==> config.mk <==
export PLATFORM = sky130hd
export DESIGN_NAME = vga_stream_monitor
export DESIGN_NICKNAME = d
export VERILOG_FILES = /design/src/rtl/vga_stream_pkg.sv /design/src/rtl/crc16_step6.sv /design/src/rtl/vga_stream_monitor.sv
export SDC_FILE = /design/constraint.sdc
export NUM_CORES = 1
export LEC_CHECK = 0
export BUFFER_PORTS_ARGS = -buffer_cell sky130_fd_sc_hd__buf_2
export CAP_MARGIN = 15
export CORE_AREA = 2 2 77 79
export CTS_CLUSTER_DIAMETER = 60
export CTS_CLUSTER_SIZE = 30
export DETAILED_ROUTE_END_ITERATION = 10
export DIE_AREA = 0 0 79 81
export PLACE_DENSITY = 0.79
export RECOVER_POWER = 100
export SYNTH_ARGS = -nofsm -noshare
export SYNTH_HDL_FRONTEND = slang
export SYNTH_SLANG_ARGS = --single-unit
==> constraint.sdc <==
create_clock -name clk -period 8.05 [get_ports clk]
set_input_delay 1.2075 -clock clk [delete_from_list [all_inputs] [get_ports clk]]
set_output_delay 1.2075 -clock clk [all_outputs]
set_load 0.02 [all_outputs]
==> src/rtl/vga_stream_pkg.sv <==
// Shared constants and types for the VGA stream monitor.
// Defaults describe 640x480@60 timing and CRC-16-CCITT.
package vga_stream_pkg;

  localparam int DEF_H_VIS = 640;
  localparam int DEF_H_FP = 16;
  localparam int DEF_H_SYNC = 96;
  localparam int DEF_H_BP = 48;
  localparam int DEF_V_VIS = 480;
  localparam int DEF_V_FP = 10;
  localparam int DEF_V_SYNC = 2;
  localparam int DEF_V_BP = 33;
  localparam int DEF_LOCK_FRAMES = 2;

  localparam int H_TOTAL =
    DEF_H_VIS + DEF_H_FP + DEF_H_SYNC + DEF_H_BP;
  localparam int V_TOTAL =
    DEF_V_VIS + DEF_V_FP + DEF_V_SYNC + DEF_V_BP;
  localparam int H_SYNC_START = DEF_H_VIS + DEF_H_FP;
  localparam int H_SYNC_END = H_SYNC_START + DEF_H_SYNC;
  localparam int V_SYNC_START = DEF_V_VIS + DEF_V_FP;

  typedef enum logic [1:0] {
    SEARCH = 2'd0,
    TRAIN  = 2'd1,
    LOCKED = 2'd2
  } mon_state_e;

  localparam logic [15:0] CRC_POLY = 16'h1021;
  localparam logic [15:0] CRC_INIT = 16'hFFFF;

endpackage

==> src/rtl/crc16_step6.sv <==
// One CRC-16-CCITT update over six data bits, MSB first.
// Purely combinational.
module crc16_step6
  import vga_stream_pkg::*;
(
  input  logic [15:0] i_crc,
  input  logic [5:0]  i_data,
  output logic [15:0] o_crc
);

  logic [15:0] c;

  always_comb begin
    c = i_crc;
    for (int i = 5; i >= 0; i--) begin
      if (c[15] ^ i_data[i]) c = {c[14:0], 1'b0} ^ CRC_POLY;
      else c = {c[14:0], 1'b0};
    end
    o_crc = c;
  end

endmodule

==> src/rtl/vga_stream_monitor.sv <==
// Decodes a TinyVGA PMOD byte, locks to its timing and signs frames.
// Define VGA_STREAM_MONITOR_CRC_EN to build the frame CRC.
module vga_stream_monitor
  import vga_stream_pkg::*;
#(
  parameter int H_VIS = DEF_H_VIS,
  parameter int H_FP = DEF_H_FP,
  parameter int H_SYNC = DEF_H_SYNC,
  parameter int H_BP = DEF_H_BP,
  parameter int V_VIS = DEF_V_VIS,
  parameter int V_FP = DEF_V_FP,
  parameter int V_SYNC = DEF_V_SYNC,
  parameter int V_BP = DEF_V_BP,
  parameter int LOCK_FRAMES = DEF_LOCK_FRAMES
) (
  input  logic        clk,
  input  logic        rst_n,
  input  logic [7:0]  i_vga,
  output logic        o_locked,
  output logic [9:0]  o_hpos,
  output logic [9:0]  o_vpos,
  output logic        o_pix_valid,
  output logic [5:0]  o_color,
  output logic        o_frame_done,
  output logic [15:0] o_frame_crc,
  output logic        o_err_h,
  output logic        o_err_v,
  output logic [7:0]  o_frame_count
);

  localparam int HT = H_VIS + H_FP + H_SYNC + H_BP;
  localparam int VT = V_VIS + V_FP + V_SYNC + V_BP;
  localparam logic [9:0] HSS = 10'(H_VIS + H_FP);
  localparam logic [9:0] HSE = 10'(H_VIS + H_FP + H_SYNC);
  localparam logic [9:0] VSS = 10'(V_VIS + V_FP);
  localparam logic [9:0] HLAST = 10'(HT - 1);
  localparam logic [9:0] VLAST = 10'(VT - 1);
  localparam logic [9:0] HVIS = 10'(H_VIS);
  localparam logic [9:0] VVIS = 10'(V_VIS);
  localparam logic [2:0] LOCK_N = 3'(LOCK_FRAMES);

  logic [7:0]  s1_q, s1_d, s2_q, s2_d;
  logic [9:0]  h_q, h_d, v_q, v_d;
  mon_state_e  state_q, state_d;
  logic [2:0]  good_q, good_d;
  logic        vseen_q, vseen_d;
  logic        done_q, done_d;
  logic [15:0] fcrc_q, fcrc_d;
  logic [7:0]  fcnt_q, fcnt_d;
  logic        errh_q, errh_d;
  logic        errv_q, errv_d;

  logic        hs_fall, hs_rise, vs_fall;
  logic        h_wrap, h_bad, v_bad, viol;
  logic [9:0]  h_inc, v_inc;
  logic [5:0]  color;
  logic        pix_valid, frame_end;
  logic [15:0] crc_cur;

  // s1 holds the newest sample, s2 the one the counters describe
  always_comb begin
    s1_d = i_vga;
    s2_d = s1_q;
    hs_fall = s2_q[7] & ~s1_q[7];
    hs_rise = ~s2_q[7] & s1_q[7];
    vs_fall = s2_q[3] & ~s1_q[3];
    color = {s2_q[0], s2_q[4], s2_q[1],
             s2_q[5], s2_q[2], s2_q[6]};
    h_wrap = (h_q == HLAST);
    h_inc = h_wrap ? 10'd0 : h_q + 10'd1;
    v_inc = v_q;
    if (h_wrap) v_inc = (v_q == VLAST) ? 10'd0 : v_q + 10'd1;
    h_bad = (hs_fall && h_inc != HSS) ||
            (hs_rise && h_inc != HSE);
    v_bad = vs_fall && (h_inc != 10'd0 || v_inc != VSS);
    viol = h_bad | v_bad;
    pix_valid = (state_q == LOCKED) &&
                (h_q < HVIS) && (v_q < VVIS);
  end

  always_comb begin
    h_d = h_inc;
    v_d = v_inc;
    if (hs_fall) h_d = HSS;
    if (vs_fall) begin
      h_d = 10'd0;
      v_d = VSS;
    end
  end

  always_comb begin
    state_d = state_q;
    good_d = good_q;
    vseen_d = vseen_q;
    errh_d = errh_q;
    errv_d = errv_q;
    frame_end = 1'b0;
    unique case (state_q)
      SEARCH: begin
        if (vs_fall) begin
          state_d = TRAIN;
          good_d = 3'd0;
          vseen_d = 1'b0;
        end
      end
      TRAIN: begin
        if (vs_fall) begin
          vseen_d = 1'b0;
          if (viol || vseen_q) begin
            good_d = 3'd0;
          end else if (good_q + 3'd1 == LOCK_N) begin
            state_d = LOCKED;
            good_d = 3'd0;
            frame_end = 1'b1;
          end else begin
            good_d = good_q + 3'd1;
          end
        end else if (viol) begin
          good_d = 3'd0;
          vseen_d = 1'b1;
        end
      end
      LOCKED: begin
        if (viol) begin
          state_d = SEARCH;
          errh_d = errh_q | h_bad;
          errv_d = errv_q | v_bad;
        end else if (vs_fall) begin
          frame_end = 1'b1;
        end
      end
      default: state_d = SEARCH;
    endcase
  end

  always_comb begin
    done_d = frame_end;
    fcrc_d = fcrc_q;
    fcnt_d = fcnt_q;
    if (frame_end) begin
      fcrc_d = crc_cur;
      fcnt_d = fcnt_q + 8'd1;
    end
  end

`ifdef VGA_STREAM_MONITOR_CRC_EN
  logic [15:0] crc_q, crc_d, crc_step;

  crc16_step6 u_crc (
    .i_crc (crc_q),
    .i_data(color),
    .o_crc (crc_step)
  );

  // restart whenever not locked so a relock never reports stale pixels
  always_comb begin
    crc_cur = crc_q;
    crc_d = crc_q;
    if (state_q != LOCKED || frame_end) crc_d = CRC_INIT;
    else if (pix_valid) crc_d = crc_step;
  end

  always_ff @(posedge clk or negedge rst_n) begin
    if (!rst_n) crc_q <= CRC_INIT;
    else crc_q <= crc_d;
  end
`else
  always_comb crc_cur = 16'h0000;
`endif

  always_ff @(posedge clk or negedge rst_n) begin
    if (!rst_n) begin
      s1_q <= '0;
      s2_q <= '0;
      h_q <= '0;
      v_q <= '0;
      state_q <= SEARCH;
      good_q <= '0;
      vseen_q <= 1'b0;
      done_q <= 1'b0;
      fcrc_q <= '0;
      fcnt_q <= '0;
      errh_q <= 1'b0;
      errv_q <= 1'b0;
    end else begin
      s1_q <= s1_d;
      s2_q <= s2_d;
      h_q <= h_d;
      v_q <= v_d;
      state_q <= state_d;
      good_q <= good_d;
      vseen_q <= vseen_d;
      done_q <= done_d;
      fcrc_q <= fcrc_d;
      fcnt_q <= fcnt_d;
      errh_q <= errh_d;
      errv_q <= errv_d;
    end
  end

  assign o_locked = (state_q == LOCKED);
  assign o_hpos = h_q;
  assign o_vpos = v_q;
  assign o_pix_valid = pix_valid;
  assign o_color = color;
  assign o_frame_done = done_q;
  assign o_frame_crc = fcrc_q;
  assign o_err_h = errh_q;
  assign o_err_v = errv_q;
  assign o_frame_count = fcnt_q;

endmodule

==> results_dict.tcl <==
set metrics [dict create \
    worst-r2r-cell-count 9 \
    grt_max_degree 54 \
    status "finished with violations" \
    drt_iter0_markers 206 \
    dieArea_sq_um 6399 \
    antenna_left 0 \
    min_to "s2_q[6]$_DFF_PN0_" \
    drive_above_1_share 0.06509 \
    dr.pass1.iters 5 \
    fp-row-count 28 \
    power_density_nw_per_um2 191.4 \
    cts-root-buf "clkbuf_8" \
    tightestPinTransition_ps 2754 \
    routed_wl_microns 5932 \
    synth.top_cells.by_count "dfrtp_1, buf_4, nand2_1" \
    hold_class "flop to flop" \
    fp.dieW_microns 79 \
    cts-htree-levels 2 \
    place_area_sq_um 3139 \
    io_pins 65 \
    synth-edff-count 0 \
    hold_depth 0 \
    worstSetupStartpointType "flop" \
    worstHoldStart "s1_q[6]$_DFF_PN0_" \
    endpoint_kind "flop" \
    io_buffers 48 \
    rrSetupSlack_ps 4080 \
    ys.warnings.count 0 \
    place_ws_ps 4720 \
    ir_worst_vdd_uv 89.47 \
    wl_per_cell_microns 14.36 \
    yosysMostFrequentCell "dfrtp_1" \
    cts_resized 0 \
    track_usage 0.1862 \
    grt_pass1_vias 2039 \
    crit_arrival_ps 4150 \
    dpl.hpwl_microns 4213 \
    synthCells 304 \
    place.gp.congestion 0.8631 \
    fin_area_sq_um 3158 \
    synth.area.top_cells "dfrtp_1, buf_4, ha_1" \
    drc 0 \
    ys_ff_latch 53 \
    fin_tns_setup_ps 0 \
    violations "max-capacitance violations, max-slew violations" \
    synth_top_area_share 0.4446 \
    antenna_found_initial 0 \
    fmax_mhz 252.0 \
    post_cts_buffers 0 \
    syn-cell-area_sq_um 2983 \
    ys.flop_type "dfrtp_1" \
    insertedDiodeCount 0 \
    route.vias.total 2331 \
    postLayoutCoreUtil 0.5564 \
    relSlewSlack -0.8361 \
    rsz0062_at_grt "false" \
    setup_viol 0 \
    r2r_end "state_q[0]$_DFFE_PN0P_" \
    seq_area_frac_synth 0.4446 \
    grt_overflow 0 \
    r2r-start "o_hpos[0]$_DFF_PN0_" \
    coreArea_sq_um 5675 \
    holdBufCountCts 0 \
    cp_max_fo 11 \
    ys_types 58 \
    slew_violations 54 \
    p_leak_nw 1.304 \
    finalCritPeriodShare 0.4930 \
    grt_pass1_wl_microns 9439 \
    initial_core_util 0.5256 \
    cts_buffers 5 \
    worst_slack_ps 4081 \
    synth_area_leader_cell "dfrtp_1" \
    clock_latency_ps 310 \
    cts.clk_slew.worst_paths_ps 100 \
    hold_violations 0 \
    required_ps 8230 \
    cts_max_path_buffers 2 \
    layout_min_cycle_time_ps 3969 \
    avgSynthCellArea_sq_um 9.812 \
    ys_async_sr_fraction 1.000 \
    vias_per_cell 5.644 \
    criticalPathCategory "flop to flop" \
    syn_to_final_growth_pct 5.873 \
    die_y_microns 81 \
    cts.sinks 53 \
    nets 357 \
    cap_violations 1 \
    skew_ps 16.21 \
    tritoncts "yes" \
    fillers 518 \
]
-- flip-flops by register name, indices dropped and copies added, names as in the netlist --
name and flops:
o_err_v 1, s2_q 8, o_frame_count 8, good_q 3, state_q 2, o_vpos 10
o_frame_done 1, o_err_h 1, o_hpos 10, s1_q 8, vseen_q 1
-- logic make-up after synthesis --
| kind of cell | synth area share |
|---|---|
| AOI/OAI and AO/OA | 0.1204 |
| xor gates and xnor gates | 0.04698 |
| adders and majority gates | 0.04195 |
| buffers and inverters | 0.09102 |
| DFF | 0.4446 |
| muxes | 0.01468 |
| other | 0.001257 |
| and+or+nand+nor | 0.2391 |
-- layout by cell type (no fill, tap or decap), types with 3 or more instances in the layout --
cell	instances
dfrtp_1	53
and3_1	3
xor2_1	6
nor2b_1	4
nand3_1	17
clkbuf_1	41
inv_1	8
conb_1	16
nand2b_1	8
nand4_1	7
clkbuf_8	5
nor4_1	8
nor2_1	21
a21oi_1	14
a211oi_1	3
or3_1	3
a21o_1	4
xnor2_1	10
buf_2	9
nor3_1	10
and4_1	3
ha_1	10
o21ai_0	11
nand2_1	22
-- where the power goes --
group / internal, mW / switching, mW / total (mW)
clock: 0.0935 / 0.0888 / 0.182
combinational: 0.0433 / 0.0762 / 0.119
sequential: 0.285 / 0.0176 / 0.303
-- per-layer routing --
| metal | part of all wire | global-route usage | up-vias | wire (microns) |
|---|---|---|---|---|
| met5 | 0 | 0 | - | 0 |
| met4 | 0.016 | 0.06379 | 0 | 95 |
| met3 | 0.062 | 0.03222 | 11 | 365 |
| met2 | 0.49 | 0.3153 | 91 | 2894 |
| met1 | 0.43 | 0.2432 | 1118 | 2576 |
| li1 | - | - | 1111 | - |
-- metrics by stage --
step	power, mW	hold WS [ps]	instances
2_1_floorplan	0.4046	331.2	319
3_3_place_gp	0.4293	331.7	405
3_5_place_dp	0.4325	335.5	405
4_1_cts	0.6173	357.5	413
5_1_grt	0.6394	367.9	413
6_report	0.6046	355.9	413
-- critical path, stage by stage, from the launching register on --
cell,delay [ps]
dfrtp_1,440
ha_1,290
nand4_1,350
nor3_1,890
a311o_1,270
nand3_1,90
nor4_1,690
nor3_1,100
nor3_1,350
mux2_1,360
-- worst max-delay path by stage --
stage | endpoint | cells after the start | slack [ps] | start
after floorplan | state_q[1]$_DFFE_PN0P_ | 11 | 4970 | o_hpos[6]$_DFF_PN0_
after global placement | state_q[1]$_DFFE_PN0P_ | 9 | 4800 | o_hpos[0]$_DFF_PN0_
after detailed placement | state_q[0]$_DFFE_PN0P_ | 9 | 4720 | o_hpos[0]$_DFF_PN0_
after CTS | state_q[0]$_DFFE_PN0P_ | 9 | 4680 | o_hpos[0]$_DFF_PN0_
after global routing | state_q[0]$_DFFE_PN0P_ | 9 | 3770 | o_hpos[0]$_DFF_PN0_
final | state_q[0]$_DFFE_PN0P_ | 9 | 4080 | o_hpos[0]$_DFF_PN0_
-- final cells by class --
cell class	instances	area [sq um]	share of cell area
Multi-Input combinational cell	220	1401	0.4437
Sequential cell	53	1326	0.4200
Timing Repair Buffer	49	195.2	0.06181
Tap cell	75	93.84	0.02971
Clock buffer	6	72.57	0.02298
Clock inverter	2	38.79	0.01228
Inverter	8	30.03	0.009509
Note: power is estimated with default switching activity, not from simulation.
